File: src/rtl/down_count_arbiter.sv
// Two requesters share one down counter through a round-robin grant.
// The owner's countdown runs to zero, then a one-cycle done pulse is raised for that owner.
module down_count_arbiter #(
   parameter int unsigned WIDTH = 4
) (
   input  logic             clk,
   input  logic             rst,
   input  logic             req0,
   input  logic [WIDTH-1:0] len0,
   input  logic             req1,
   input  logic [WIDTH-1:0] len1,
   output logic             gnt0,
   output logic             gnt1,
   output logic             busy,
   output logic [WIDTH-1:0] q,
   output logic             done0,
   output logic             done1
);

   typedef enum logic [1:0] {
      IDLE  = 2'd0,
      COUNT = 2'd1,
      DONE  = 2'd2
   } state_e;

   state_e           state_q;
   logic             owner_q;
   logic             last_q;
   logic [WIDTH-1:0] q_q;

   logic winner_c;
   logic own_req_c;

   // On a tie the requester that was not granted last wins.
   assign winner_c  = (req0 & req1) ? ~last_q : req1;
   assign own_req_c = owner_q ? req1 : req0;

   always_ff @(posedge clk or negedge rst) begin
      if (!rst) begin
         state_q <= IDLE;
         owner_q <= 1'b0;
         last_q  <= 1'b1;
         q_q     <= '0;
      end else begin
         case (state_q)
            IDLE: begin
               if (req0 | req1) begin
                  owner_q <= winner_c;
                  last_q  <= winner_c;
                  q_q     <= winner_c ? len1 : len0;
                  state_q <= COUNT;
               end
            end
            COUNT: begin
               // An owner dropping its request aborts without a done pulse.
               if (!own_req_c) begin
                  state_q <= IDLE;
                  q_q     <= '0;
               end else if (q_q != '0) begin
                  q_q <= q_q - WIDTH'(1);
               end else begin
                  state_q <= DONE;
               end
            end
            DONE: begin
               state_q <= IDLE;
               q_q     <= '0;
            end
            default: begin
               state_q <= IDLE;
               q_q     <= '0;
            end
         endcase
      end
   end

   // Outputs are plain decodes of registered state.
   assign busy  = (state_q == COUNT) | (state_q == DONE);
   assign gnt0  = busy & ~owner_q;
   assign gnt1  = busy & owner_q;
   assign done0 = (state_q == DONE) & ~owner_q;
   assign done1 = (state_q == DONE) & owner_q;
   assign q     = q_q;

endmodule

File: config.mk
export PLATFORM = sky130hd
export DESIGN_NAME = down_count_arbiter
export DESIGN_NICKNAME = d
export VERILOG_FILES = /design/src/rtl/down_count_arbiter.sv
export SDC_FILE = /design/constraint.sdc
export NUM_CORES = 1
export LEC_CHECK = 0
export ABC_AREA = 1
export CAP_MARGIN = 30
export CORE_UTILIZATION = 48
export CTS_CLUSTER_DIAMETER = 200
export DETAILED_ROUTE_END_ITERATION = 8
export PLACE_DENSITY = 0.82
export SLEW_MARGIN = 10
export SYNTH_ARGS = -nofsm -noshare
export SYNTH_HDL_FRONTEND = slang
export SYNTH_SLANG_ARGS = --single-unit
File: constraint.sdc
create_clock -name clk -period 2.6 [get_ports clk]
set_input_delay 0.26 -clock clk [delete_from_list [all_inputs] [get_ports clk]]
set_output_delay 0.26 -clock clk [all_outputs]
set_load 0.02 [all_outputs]
==> impl_metrics.csv <==
group,metric,value,unit
status,status,"finished, final reports clean",
pwr,ir_worst_vdd,0.000765,V
timing,period_share,77.7,%
yosys,synthMuxAreaShare,0,%
global_route,grtUsageTotal,22.3,%
yosys,synth-compound-area-share,8.27,%
pwr,leakage,0.000495,uW
setup_path,path_max_fanout,3,
setup_path,cp.required,2.34,ns
yosys,yosys.area_share.xor_xnor,1.32,%
timing,holdWs,0.265,ns
timing,tns,0,ns
detailed_routing,highest_layer,"met4",
yosys,synth_fa_ha_area_share,9.40,%
placed_design,portBuffers,20,
yosys,synth_area,666,um^2
timing,fin_skew,0.0116,ns
worst_hold_path,min_path_type,"in -> async",
timing,worstMarginPinSlew,0.381,ns
run,timing.max_cap.violations,0,
detailed_routing,drc,0,
floorplanning,initial_core_util,51.2,%
yosys,yosysTopAreaCell,"dfrtp_1",
pwr,switching_share,48.5,%
floorplanning,die_h,39.2,um
cts,clkLatencyLatePin,0.27,ns
timing,rsz0062_at_grt,"no",
floorplanning,io_pins,21,
detailed_routing,wl_per_cell,9.75,um
cts,post_cts_resized,0,
setup_path,r2r_setup_slack,1.23,ns
placed_design,gp_congestion,0.752,
timing,period_needed,2.02,ns
final_layout,layout.nets,137,
yosys,synth_top_area_share,26.3,%
setup_path,cp-start-kind,"flop",
pwr,p_sw,517,uW
cts,cts.clk_slew.worst_paths,0.07,ns
yosys,postSynthCellCount,95,
detailed_routing,route.met2.wl,601,um
floorplanning,fp.dieArea,0.00154,mm^2
yosys,yosys.area_share.simple,38.9,%
setup_path,cp-end-kind,"output pin",
detailed_routing,drt-pass1-iter-count,4,
final_layout,n_antenna_cell,0,
yosys,synth_area_leaders,"dfrtp_1, nand2_1, inv_1, ha_1, nand3_1",
detailed_routing,drt_wl_total,1310,um
timing,slew_violations,0,
cts,root_buffer,"clkbuf_4",
final_layout,area_growth,36.8,%
detailed_routing,num_vias,632,
floorplanning,core-area,0.00130,mm^2
final_layout,drive_gt1_share,14.3,%
cts,htreeDepth,1,
pwr,p_int,547,uW
yosys,avgSynthCellArea,7.01,um^2
cts,cts.path.max_buffers,2,
global_route,grt_overflow,0,
global_route,grt_pass1_vias,547,
floorplanning,die-width,39.2,um
yosys,seq_area_frac_synth,30.3,%
global_route,grt_pass1_wl,2200,um
cts,post_cts_buffers,0,
cts,cts_tree,"built",
timing,hold_violations,0,
placed_design,dpl.hpwl,1050,um
pwr,p_seq_share,23.8,%
detailed_routing,antenna_left,0,
global_route,grt_max_degree,9,
pwr,pwr-share-comb,65.5,%
global_route,antenna_found_initial,0,
pwr,p_per_area,1170,mW/mm^2
timing,relSlewSlack,74.5,%
setup_path,cp.arrival,1.76,ns
detailed_routing,routed_via_density,4.72,
timing,max_freq,495,MHz
setup_path,crit_type,"reg -> out",
timing,setup_viol,0,
yosys,synth_top_family_by_area,"simple AND/OR/NAND/NOR gates",
cts,cts-hold-fix-buffers,0,
detailed_routing,drt-initial-drc-count,22,
yosys,ys_ff_latch,8,
floorplanning,fp-row-count,13,
cts,cts_buffers,3,
cts,cts_sinks,8,
pwr,clkPwrFrac,10.7,%
detailed_routing,wl_met3,82,um
yosys,synthDistinctLibCells,20,
detailed_routing,wl_met1,598,um
yosys,yosysWarnings,0,
yosys,syn_nets,112,
cell families (layout without fill, tap and decap cells):
group / count (synthesis) / in the layout
buffers and inverters: 21 / 45
AOI/OAI and AO/OA: 9 / 9
xor gates and xnor gates: 1 / 1
DFF: 8 / 8
and+or+nand+nor: 51 / 51
adders and majority gates: 5 / 5
per-stage QoR:
step / total power, uW / cell area, um^2 / utilization (%) / worst slack (ns) / std cells
after floorplan: 729 / 666 / - / 1.19 / 95
after global placement: 939 / 885 / 68.0 / 0.916 / 130
after detailed placement: 953 / 885 / 68.0 / 0.847 / 130
after CTS: 1070 / 911 / 70.0 / 0.551 / 134
after global routing: 1160 / 911 / 70.0 / 0.484 / 134
final: 1060 / 911 / 70.0 / 0.580 / 134
synth_stat cells, drive strengths merged:
library cell / count
o21ai: 7
nand3b: 1
xnor2: 1
dfrtp: 7
dfstp: 1
nand2: 34
ha: 5
nand3: 10
a21oi: 1
inv: 21
a21boi: 1
nor2: 6
cells in the final DEF (no fill, tap or decap):
master / count
a21boi_2: 1
a21oi_1: 1
clkbuf_1: 1
clkbuf_4: 3
clkdlybuf4s50_1: 20
dfrtp_1: 7
dfstp_2: 1
ha_1: 5
inv_1: 18
inv_2: 3
nand2_1: 29
nand2_2: 2
nand2_4: 3
nand3_1: 9
nand3_2: 1
nand3b_1: 1
nor2_1: 4
nor2_2: 1
nor2_8: 1
o21ai_0: 5
o21ai_1: 1
o21ai_2: 1
xnor2_1: 1
final cells by class:
type                            instances  area (um^2)
Sequential cell                         8          201
Multi-Input combinational cell         66          385
Fill cell                             125          390
Inverter                               21         78.8
Timing Repair Buffer                   20          200
Clock buffer                            4         26.3
Tap cell                               15         18.8
power groups by stage:
stage          Combinational (uW)  Sequential (uW)  Clock, uW
6_report                      697              254        113
5_1_grt                       782              264        119
4_1_cts                       701              254        115
3_5_place_dp                  697              257          0
3_3_place_gp                  685              254          0
2_1_floorplan                 448              281          0
state kept, by name, summed over array words and instances (netlist names):
signal / count
owner_q: 1
last_q: 1
q: 4
state_q: 2
routing by layer:
| metal | vias up | global-route usage [%] |
|---|---|---|
| li1 | 334 | - |
| met3 | 4 | 6.94 |
| met1 | 276 | 28.8 |
| met4 | 0 | 12.9 |
| met2 | 18 | 32.1 |
| met5 | - | 0 |
worst max-delay path, cell delays in order (launching register included):
cell             delay [ns]
dfrtp_1                0.37
inv_1                  0.07
ha_1                   0.31
inv_1                  0.05
nor2_1                 0.09
clkdlybuf4s50_1        0.61
path summary, 6_finish.rpt:
check	from	to	depth (start not counted)
worst min-delay path	rst	q[3]	1
worst max register to register	state_q[1]	q[1]	6
max in group asynchronous	rst	last_q	1
min in group clk	last_q	last_q	2
worst min register to register	last_q	last_q	2
worst max-delay path	state_q[1]	gnt0	5
Note: power is estimated with default switching activity, not from simulation.
